### config.mk
export PLATFORM = sky130hd
export DESIGN_NAME = pipe_reg_mem
export DESIGN_NICKNAME = d
export VERILOG_FILES = /design/src/rtl/y86_pkg.sv /design/src/rtl/sat_counter.sv /design/src/rtl/pipe_reg_mem.sv
export SDC_FILE = /design/constraint.sdc
export NUM_CORES = 1
export LEC_CHECK = 0
export ABC_AREA = 0
export BUFFER_PORTS_ARGS = -buffer_cell sky130_fd_sc_hd__buf_4
export CAP_MARGIN = 10
export CORE_MARGIN = 2
export CORE_UTILIZATION = 40
export CTS_CLUSTER_SIZE = 16
export DETAILED_ROUTE_END_ITERATION = 8
export HOLD_SLACK_MARGIN = 0.15
export PLACE_DENSITY_LB_ADDON = 0.08
export SETUP_SLACK_MARGIN = 0.15
export SYNTH_ARGS = -nofsm -noshare
export SYNTH_HDL_FRONTEND = slang
export SYNTH_SLANG_ARGS = --single-unit
### constraint.sdc
create_clock -name clk -period 12.4 [get_ports clk]
set_input_delay 2.48 -clock clk [delete_from_list [all_inputs] [get_ports clk]]
set_output_delay 2.48 -clock clk [all_outputs]
set_load 0.005 [all_outputs]
### src/rtl/y86_pkg.sv
// Shared Y86 constants: instruction codes, register IDs, status codes and
// the per-edge action taken by the Execute->Memory pipeline register.
package y86_pkg;

   // Instruction codes
   localparam logic [3:0] IHALT   = 4'h0;
   localparam logic [3:0] INOP    = 4'h1;
   localparam logic [3:0] IRRMOVQ = 4'h2;
   localparam logic [3:0] IIRMOVQ = 4'h3;
   localparam logic [3:0] IRMMOVQ = 4'h4;
   localparam logic [3:0] IMRMOVQ = 4'h5;
   localparam logic [3:0] IOPQ    = 4'h6;
   localparam logic [3:0] IJXX    = 4'h7;
   localparam logic [3:0] ICALL   = 4'h8;
   localparam logic [3:0] IRET    = 4'h9;
   localparam logic [3:0] IPUSHQ  = 4'hA;
   localparam logic [3:0] IPOPQ   = 4'hB;

   // "No register" ID
   localparam logic [3:0] RNONE = 4'hF;

   // Status codes
   localparam logic [3:0] SAOK = 4'h1;
   localparam logic [3:0] SHLT = 4'h2;
   localparam logic [3:0] SADR = 4'h3;
   localparam logic [3:0] SINS = 4'h4;

   // What the stage does on a given clock edge
   typedef enum logic [1:0] {
      ACT_HOLD   = 2'd0,   // frozen or stalled: keep contents
      ACT_BUBBLE = 2'd1,   // inject a NOP with clean fields
      ACT_LOAD   = 2'd2    // capture the Execute outputs
   } stage_act_t;

endpackage

### src/rtl/sat_counter.sv
// Saturating event counter with synchronous clear and asynchronous reset.
module sat_counter #(
   parameter int CNT_W = 16
) (
   input  logic             clk,
   input  logic             rst,
   input  logic             inc,
   input  logic             clr,
   output logic [CNT_W-1:0] cnt
);

   // Clear beats increment; the count sticks at all-ones instead of wrapping.
   always_ff @(posedge clk or posedge rst) begin
      if (rst) begin
         cnt <= '0;
      end else if (clr) begin
         cnt <= '0;
      end else if (inc && (cnt != {CNT_W{1'b1}})) begin
         cnt <= cnt + 1'b1;
      end
   end

endmodule

### src/rtl/pipe_reg_mem.sv
// Execute->Memory pipeline register for the pipelined Y86 core, with stall,
// bubble, valid flag, optional freeze on exception and event counters.
module pipe_reg_mem
   import y86_pkg::*;
#(
   parameter int                  WORD_W        = 64,
   parameter int                  REG_W         = 4,
   parameter int                  ICODE_W       = 4,
   parameter int                  STAT_W        = 4,
   parameter logic [ICODE_W-1:0]  NOP_ICODE     = ICODE_W'(INOP),
   parameter logic [REG_W-1:0]    RNONE_ID      = REG_W'(RNONE),
   parameter logic [STAT_W-1:0]   STAT_AOK      = STAT_W'(SAOK),
   parameter bit                  FREEZE_ON_EXC = 1'b1,
   parameter int                  CNT_W         = 16
) (
   input  logic               clk,
   input  logic               rst,
   input  logic               M_stall,
   input  logic               M_bubble,
   input  logic               cnt_clr,
   input  logic [STAT_W-1:0]  E_stat,
   input  logic [ICODE_W-1:0] E_icode,
   input  logic               e_Cnd,
   input  logic [WORD_W-1:0]  e_ValE,
   input  logic [WORD_W-1:0]  E_ValA,
   input  logic [REG_W-1:0]   e_dstE,
   input  logic [REG_W-1:0]   E_dstM,
   output logic [STAT_W-1:0]  M_stat,
   output logic [ICODE_W-1:0] M_icode,
   output logic               M_Cnd,
   output logic [WORD_W-1:0]  M_ValE,
   output logic [WORD_W-1:0]  M_ValA,
   output logic [REG_W-1:0]   M_dstE,
   output logic [REG_W-1:0]   M_dstM,
   output logic               M_valid,
   output logic               M_exc,
   output logic [CNT_W-1:0]   bubble_cnt,
   output logic [CNT_W-1:0]   stall_cnt
);

   logic       frozen;
   stage_act_t act;

   assign M_exc  = (M_stat != STAT_AOK);
   assign frozen = FREEZE_ON_EXC && M_exc;

   // Resolve the edge action: frozen > bubble > stall > load.
   always_comb begin
      act = ACT_LOAD;
      if (frozen) begin
         act = ACT_HOLD;
      end else if (M_bubble) begin
         act = ACT_BUBBLE;
      end else if (M_stall) begin
         act = ACT_HOLD;
      end
   end

   // Pipeline fields; a bubble restores the full reset image so no stale data survives.
   always_ff @(posedge clk or posedge rst) begin
      if (rst) begin
         M_stat  <= STAT_AOK;
         M_icode <= NOP_ICODE;
         M_Cnd   <= 1'b0;
         M_ValE  <= '0;
         M_ValA  <= '0;
         M_dstE  <= RNONE_ID;
         M_dstM  <= RNONE_ID;
         M_valid <= 1'b0;
      end else begin
         case (act)
            ACT_BUBBLE: begin
               M_stat  <= STAT_AOK;
               M_icode <= NOP_ICODE;
               M_Cnd   <= 1'b0;
               M_ValE  <= '0;
               M_ValA  <= '0;
               M_dstE  <= RNONE_ID;
               M_dstM  <= RNONE_ID;
               M_valid <= 1'b0;
            end
            ACT_LOAD: begin
               M_stat  <= E_stat;
               M_icode <= E_icode;
               M_Cnd   <= e_Cnd;
               M_ValE  <= e_ValE;
               M_ValA  <= E_ValA;
               M_dstE  <= e_dstE;
               M_dstM  <= E_dstM;
               M_valid <= 1'b1;
            end
            default: begin
               M_stat  <= M_stat;
               M_icode <= M_icode;
               M_Cnd   <= M_Cnd;
               M_ValE  <= M_ValE;
               M_ValA  <= M_ValA;
               M_dstE  <= M_dstE;
               M_dstM  <= M_dstM;
               M_valid <= M_valid;
            end
         endcase
      end
   end

   // A stall only counts when it actually held the stage (not frozen, not overridden by bubble).
   sat_counter #(.CNT_W(CNT_W)) u_bubble_cnt (
      .clk (clk),
      .rst (rst),
      .inc (act == ACT_BUBBLE),
      .clr (cnt_clr),
      .cnt (bubble_cnt)
   );

   sat_counter #(.CNT_W(CNT_W)) u_stall_cnt (
      .clk (clk),
      .rst (rst),
      .inc (!frozen && !M_bubble && M_stall),
      .clr (cnt_clr),
      .cnt (stall_cnt)
   );

endmodule
==> impl_metrics.py, run 1 <==
metrics = {
    "pwr": {
        "leakage_nw": 5.14,
        "pwr_density_cell_mw_per_mm2": 192,
        "irDropWorstVdd_mv": 0.129,
    },
    "die": {
        "core_region_area_mm2": 0.0186,
        "io_pins": 329,
        "initial_standard_cell_utilization_of_the_core_pct": 40.5,
        "height_of_the_die_um": 141,
        "floorplan.die.width_um": 141,
        "placement_rows": 50,
        "die_area_mm2": 0.0200,
    },
    "synth": {
        "ys_ff_latch": 178,
        "synthesis.yosys.warnings": 0,
        "synthArstFlopShare_pct": 100,
        "synth_largest_area_cell": "dfrtp_1",
        "synthTopCellsByArea": "dfrtp_1, nand2_1, o21ai_0",
        "synth_enable_flop_cells": 0,
        "synth_fp_nets": 985,
        "yosys_most_used_dff": "dfrtp_1",
        "synth_seq_area_share_pct": 59.1,
        "mappedNetlistArea_mm2": 0.00755,
        "synthesized_area_per_cell_um2": 9.09,
        "post_synth_inst_count": 831,
        "netlist-cell-type-count": 35,
        "synth_top_area_share_pct": 55.7,
    },
    "sta": {
        "max_clock_freq_mhz": 215,
        "setup_slack_of_the_critical_path_after_layout_ns": 7.74,
        "worst-slew-pin-transition_ns": 1.04,
        "timing.slew.headroom_pct": 30.3,
        "tns_ns": 0,
        "final-max-slew-violation-count": 0,
        "finalSetupViolCount": 0,
        "hold_viol_final": 0,
        "setup_clock_skew_after_layout_ns": 0.0139,
        "finalCritPeriodShare_pct": 37.6,
        "rsz0062_at_grt": "false",
        "worst_hold_slack_ns": 0.465,
        "fin_crit_ns": 4.66,
    },
    "grt": {
        "grt_pass1_vias": 6402,
        "grt_first_pass_wirelength_um": 33700,
        "grt_overflow_total": 0,
        "grt_max_degree": 107,
        "all_layer_gr_usage_pct": 21.2,
        "antenna_violations_before_repair": 0,
    },
    "cells_and_area": {
        "drive_above_1_share_pct": 33.6,
        "mostFrequentLayoutCells": "buf_4, nand2_1, dfrtp_1",
        "nNetsFinal": 1282,
        "stdcell_count": 1375,
        "areaGrowthSynthToFinish_pct": 42.3,
        "nFillCells": 1717,
        "n_antenna_cell": 0,
        "layout.area.seq_mm2": 0.00447,
        "finish.utilization_pct": 57.6,
        "layout.cells.most_common": "buf_4",
        "multi_input_comb_area_mm2": 0.00285,
    },
    "clock_network": {
        "cell_at_the_root_of_the_clock_tree": "clkbuf_16",
        "post_cts_buffers": 0,
        "hold_buffers": 0,
        "clk_latency_ns": 0.43,
        "ctsResizeCount": 0,
        "clock_tree_from_tritoncts": "done",
        "tritoncts_num_sinks": 178,
        "tritoncts.num_buffers": 17,
        "htree_num_levels": 4,
        "clock_slew_at_reported_path_ffs_ns": 0.06,
        "clockBufferDepth": 2,
    },
    "detailed_routing": {
        "drt-vias-per-instance": 4.82,
        "detail_route.drc_violations": 0,
        "routed_wirelength_um": 21200,
        "routed-wl-met2_um": 10000,
        "detail_route.wirelength.met1_um": 8850,
        "met3_wirelength_um": 1780,
        "top_signal_layer_used": "met4",
        "post_drt_wl_per_cell_um": 15.4,
        "drt_iter0_drc": 432,
        "total_number_of_vias": 6633,
        "drt_first_pass_iters": 5,
        "detail-route-antenna-nets": 0,
    },
    "critical_path": {
        "critical_path_arrival_ns": 4.97,
        "crit_required_ns": 12.71,
        "worstSetupPathType": "in -> reg",
        "crit_fanout": 92,
        "critical_path.endpoint_type": "register",
        "rr_worst_depth": 8,
        "cp_startpoint_kind": "input port",
    },
    "outcome": {
        "status": "finished, final reports clean",
    },
    "hold_path": {
        "min_path_cells": 2,
        "hold_path.class": "reg -> reg",
    },
    "placed_design": {
        "hpwl_um": 15000,
        "post-place-ws_ns": 7.32,
        "place_inst": 1343,
        "gp_congestion": 0.816,
        "place.port_buffers": 328,
    },
    "run": {
        "cap_violations": 0,
    },
}
-- per-layer routing --
layer  global-route usage [%]  vias up
met5                        0        -
met4                     7.79        0
met3                     7.36       31
met2                     34.4      214
met1                     26.2     3011
li1                         -     3377
-- report_power, final --
| group | internal (mW) | switching (mW) |
|---|---|---|
| combinational | 0.305 | 0.404 |
| sequential | 0.725 | 0.0852 |
| clock | 0.308 | 0.235 |
-- logic make-up (layout without fill, tap and decap cells) --
family          Yosys count  after routing  share of synthesized area [%]
flops                   178            178                           59.1
fa+ha+maj                 4              4                          0.663
buf+inv                  65            375                           3.25
compound gates          194            194                           13.7
mux                       8              8                           1.18
simple gates            382            382                           22.1
-- metrics by stage --
| step | instance area, um^2 | total power, mW |
|---|---|---|
| global route | 10700 | 2.20 |
| detailed placement | 10200 | 1.54 |
| global placement | 10200 | 1.53 |
| finish | 10700 | 2.06 |
| floorplan | 7550 | 1.18 |
| CTS | 10700 | 2.09 |
-- worst max-delay path, stage by stage --
cell	delay [ns]
buf_4	0.12
or3_1	0.39
inv_1	0.10
ha_4	0.63
buf_4	0.70
nor2b_1	0.22
a22o_1	0.25
-- cells in the mapped netlist (3+ instances only) --
cell type	count
dfstp_2	10
nand2_1	276
nand4_1	10
inv_1	10
or4_1	12
nor2b_1	17
dfrtp_1	168
mux2_2	4
nor4_1	3
nand3_1	9
ha_1	4
and4_1	3
a21oi_1	36
clkbuf_1	51
nand2b_1	4
nor3_1	5
o31ai_1	12
o21ai_0	136
nor2_1	24
a22o_1	5
mux2_1	3
or3_1	12
-- registers in the layout, summed over array words and instances (netlist names) --
name,cells
M_Cnd,1
M_valid,1
M_dstE,4
M_ValA,64
M_ValE,64
M_dstM,4
u_bubble_cnt.cnt,16
u_stall_cnt.cnt,16
M_stat,4
M_icode,4
-- worst paths after layout --
| kind | from | end | slack, ns |
|---|---|---|---|
| worst max-delay path | M_bubble | M_stat[3] | 7.74 |
| worst min-delay path | M_dstE[3] | M_dstE[3] | 0.47 |
| worst max register to register | M_stat[1] | M_stat[3] | 8.93 |
| worst min register to register | M_dstE[3] | M_dstE[3] | 0.47 |
| max in group asynchronous | rst | M_ValA[27] | 8.59 |
| min in group asynchronous | rst | u_stall_cnt.cnt[12] | 2.25 |
-- area by class of cell --
cell class              count  share of cell area [%]
clock buffers              20                    4.16
clock inverters            12                    1.37
multi-input cells         588                    26.6
flip-flops and latches    178                    41.6
well taps                 234                    2.72
repair buffers            332                    23.2
inverters                  11                   0.431
(Power assumes the default switching activity.)
==> run 2, diff against run 1 <==
==> constraint.sdc (replaced) <==
create_clock -name clk -period 4.7 [get_ports clk]
set_input_delay 0.94 -clock clk [delete_from_list [all_inputs] [get_ports clk]]
set_output_delay 0.94 -clock clk [all_outputs]
set_load 0.005 [all_outputs]
==> run 2 against run 1 <==
- critical path depth unchanged
- global-route usage rose by 0.52 points
- highest routed layer unchanged
- hold slack worse by 0.00060 ns
- register-to-register slack got worse by 7.1 ns
- largest power group unchanged
- die area is the same
- cell area increased by 0.86%
- setup slack lost 5.9 ns
- sequential cell count is the same
- clock power grew to 2.7 times the previous value
- total power rose to 2.7 times the previous value
==> impl_metrics.py, run 2 (synthesis gave the netlist of run 1 again) <==
metrics = {
    "outcome": {
        "status": "finished, final reports clean",
    },
    "sta": {
        "finalCritPeriodShare_pct": 60.7,
        "worst-slew-pin-transition_ns": 1.02,
        "finalSetupViolCount": 0,
        "setup_clock_skew_after_layout_ns": 0.0143,
        "rsz0062_at_grt": "false",
        "final-max-slew-violation-count": 0,
        "timing.slew.headroom_pct": 31.5,
        "fin_crit_ns": 2.85,
        "hold_viol_final": 0,
        "worst_hold_slack_ns": 0.465,
        "max_clock_freq_mhz": 350,
        "tns_ns": 0,
    },
    "detailed_routing": {
        "detail-route-antenna-nets": 0,
        "drt_first_pass_iters": 4,
        "post_drt_wl_per_cell_um": 15.8,
        "routed_wirelength_um": 21800,
        "detail_route.drc_violations": 0,
        "drt-vias-per-instance": 4.92,
        "drt_iter0_drc": 423,
        "total_number_of_vias": 6777,
    },
    "clock_network": {
        "clock_tree_from_tritoncts": "done",
        "cell_at_the_root_of_the_clock_tree": "clkbuf_16",
        "hold_buffers": 0,
        "tritoncts_num_sinks": 178,
        "clock_slew_at_reported_path_ffs_ns": 0.07,
        "tritoncts.num_buffers": 17,
        "post_cts_buffers": 0,
        "htree_num_levels": 4,
        "ctsResizeCount": 0,
        "clockBufferDepth": 2,
        "clk_latency_ns": 0.44,
    },
    "grt": {
        "antenna_violations_before_repair": 0,
        "grt_first_pass_wirelength_um": 34200,
        "grt_use_met2_pct": 34.7,
        "groute.layer.met3.usage_pct": 7.56,
        "all_layer_gr_usage_pct": 21.7,
        "grt_overflow_total": 0,
        "grt_busiest_layer": "met2",
        "global_route.usage.met1_pct": 27.2,
        "grt_pass1_vias": 6331,
        "grt_max_degree": 99,
    },
    "cells_and_area": {
        "layout.cells.most_common": "buf_4",
        "n_antenna_cell": 0,
        "mostFrequentLayoutCells": "buf_4, nand2_1, dfrtp_1",
        "areaGrowthSynthToFinish_pct": 43.5,
        "layout_top_registers": "M_ValA (64), M_ValE (64)",
        "nNetsFinal": 1285,
        "finish.utilization_pct": 58.1,
        "drive_above_1_share_pct": 33.9,
        "nFillCells": 1740,
    },
    "die": {
        "initial_standard_cell_utilization_of_the_core_pct": 40.5,
        "floorplan.die.width_um": 141,
        "core_region_area_mm2": 0.0186,
        "io_pins": 329,
        "height_of_the_die_um": 141,
        "die_area_mm2": 0.0200,
        "placement_rows": 50,
    },
    "run": {
        "cap_violations": 0,
    },
    "pwr": {
        "switching_share_pct": 35.5,
        "irDropWorstVdd_mv": 0.418,
        "power.switching_mw": 1.97,
        "p_int_mw": 3.58,
        "clkPwrFrac_pct": 26.4,
        "p_total_mw": 5.56,
        "pwr_density_cell_mw_per_mm2": 513,
        "sequentialPowerShare_pct": 38.5,
        "leakage_nw": 5.18,
        "pwr-share-comb_pct": 35.1,
    },
    "placed_design": {
        "hpwl_um": 15300,
        "gp_congestion": 0.805,
        "place.port_buffers": 328,
    },
    "critical_path": {
        "cp_startpoint_kind": "register",
        "critical_path_arrival_ns": 3.15,
        "crit_required_ns": 4.99,
        "crit_fanout": 74,
        "worstSetupPathType": "reg -> reg",
        "critical_path.endpoint_type": "register",
    },
    "hold_path": {
        "hold_path.class": "reg -> reg",
    },
}
run 2: path summary, 6_finish.rpt:
kind	endpoint	cells past startpoint	slack, ns	start
setup / recovery	M_icode[2]	7	1.85	M_stat[0]
hold / removal	M_dstM[3]	2	0.46	M_dstM[3]
setup reg to reg	M_icode[2]	7	1.85	M_stat[0]
hold reg to reg	M_dstM[3]	2	0.46	M_dstM[3]
max in group asynchronous	M_stat[0]	3	3.09	rst
min in group asynchronous	M_ValA[8]	2	0.69	rst
run 2: power groups by stage:
stage               Clock, mW  Sequential (mW)  Combinational, mW
floorplan                   0             2.16              0.953
global placement            0             2.15               1.97
detailed placement          0             2.16               1.99
CTS                      1.50             2.14               1.99
global route             1.57             2.18               2.18
finish                   1.47             2.14               1.95
run 2: per-stage QoR:
| step | setup slack (ns) | cells | cell area, um^2 |
|---|---|---|---|
| finish | 1.85 | 1378 | 10800 |
| global route | 1.55 | 1378 | 10800 |
| CTS | 1.77 | 1377 | 10800 |
| detailed placement | 1.63 | 1345 | 10200 |
| global placement | 1.67 | 1345 | 10200 |
| floorplan | 1.49 | 831 | 7560 |
run 2: critical path, cell delays in order (launching register included):
cell and delay (ns):
dfstp_2 0.54, nor4b_4 0.34, inv_2 0.10, or3_1 0.36, inv_1 0.11, ha_4 0.57, buf_4 0.51, o21ai_0 0.18
run 2: area by class of cell:
class	count	area, um^2	area share [%]
timing repair buffer	335	2570	23.8
inverter	11	45.0	0.416
tap	234	293	2.70
clock buffer	18	439	4.05
sequential	178	4470	41.2
multi-input combinational	588	2850	26.3
clock inverter	14	166	1.54
run 2: per-layer routing:
layer	vias up	share of wire (%)	wire [um]
met5	-	0	0
met4	0	2.6	562
met3	32	8.5	1850
met2	227	49	10600
met1	3136	40	8790
li1	3382	-	-
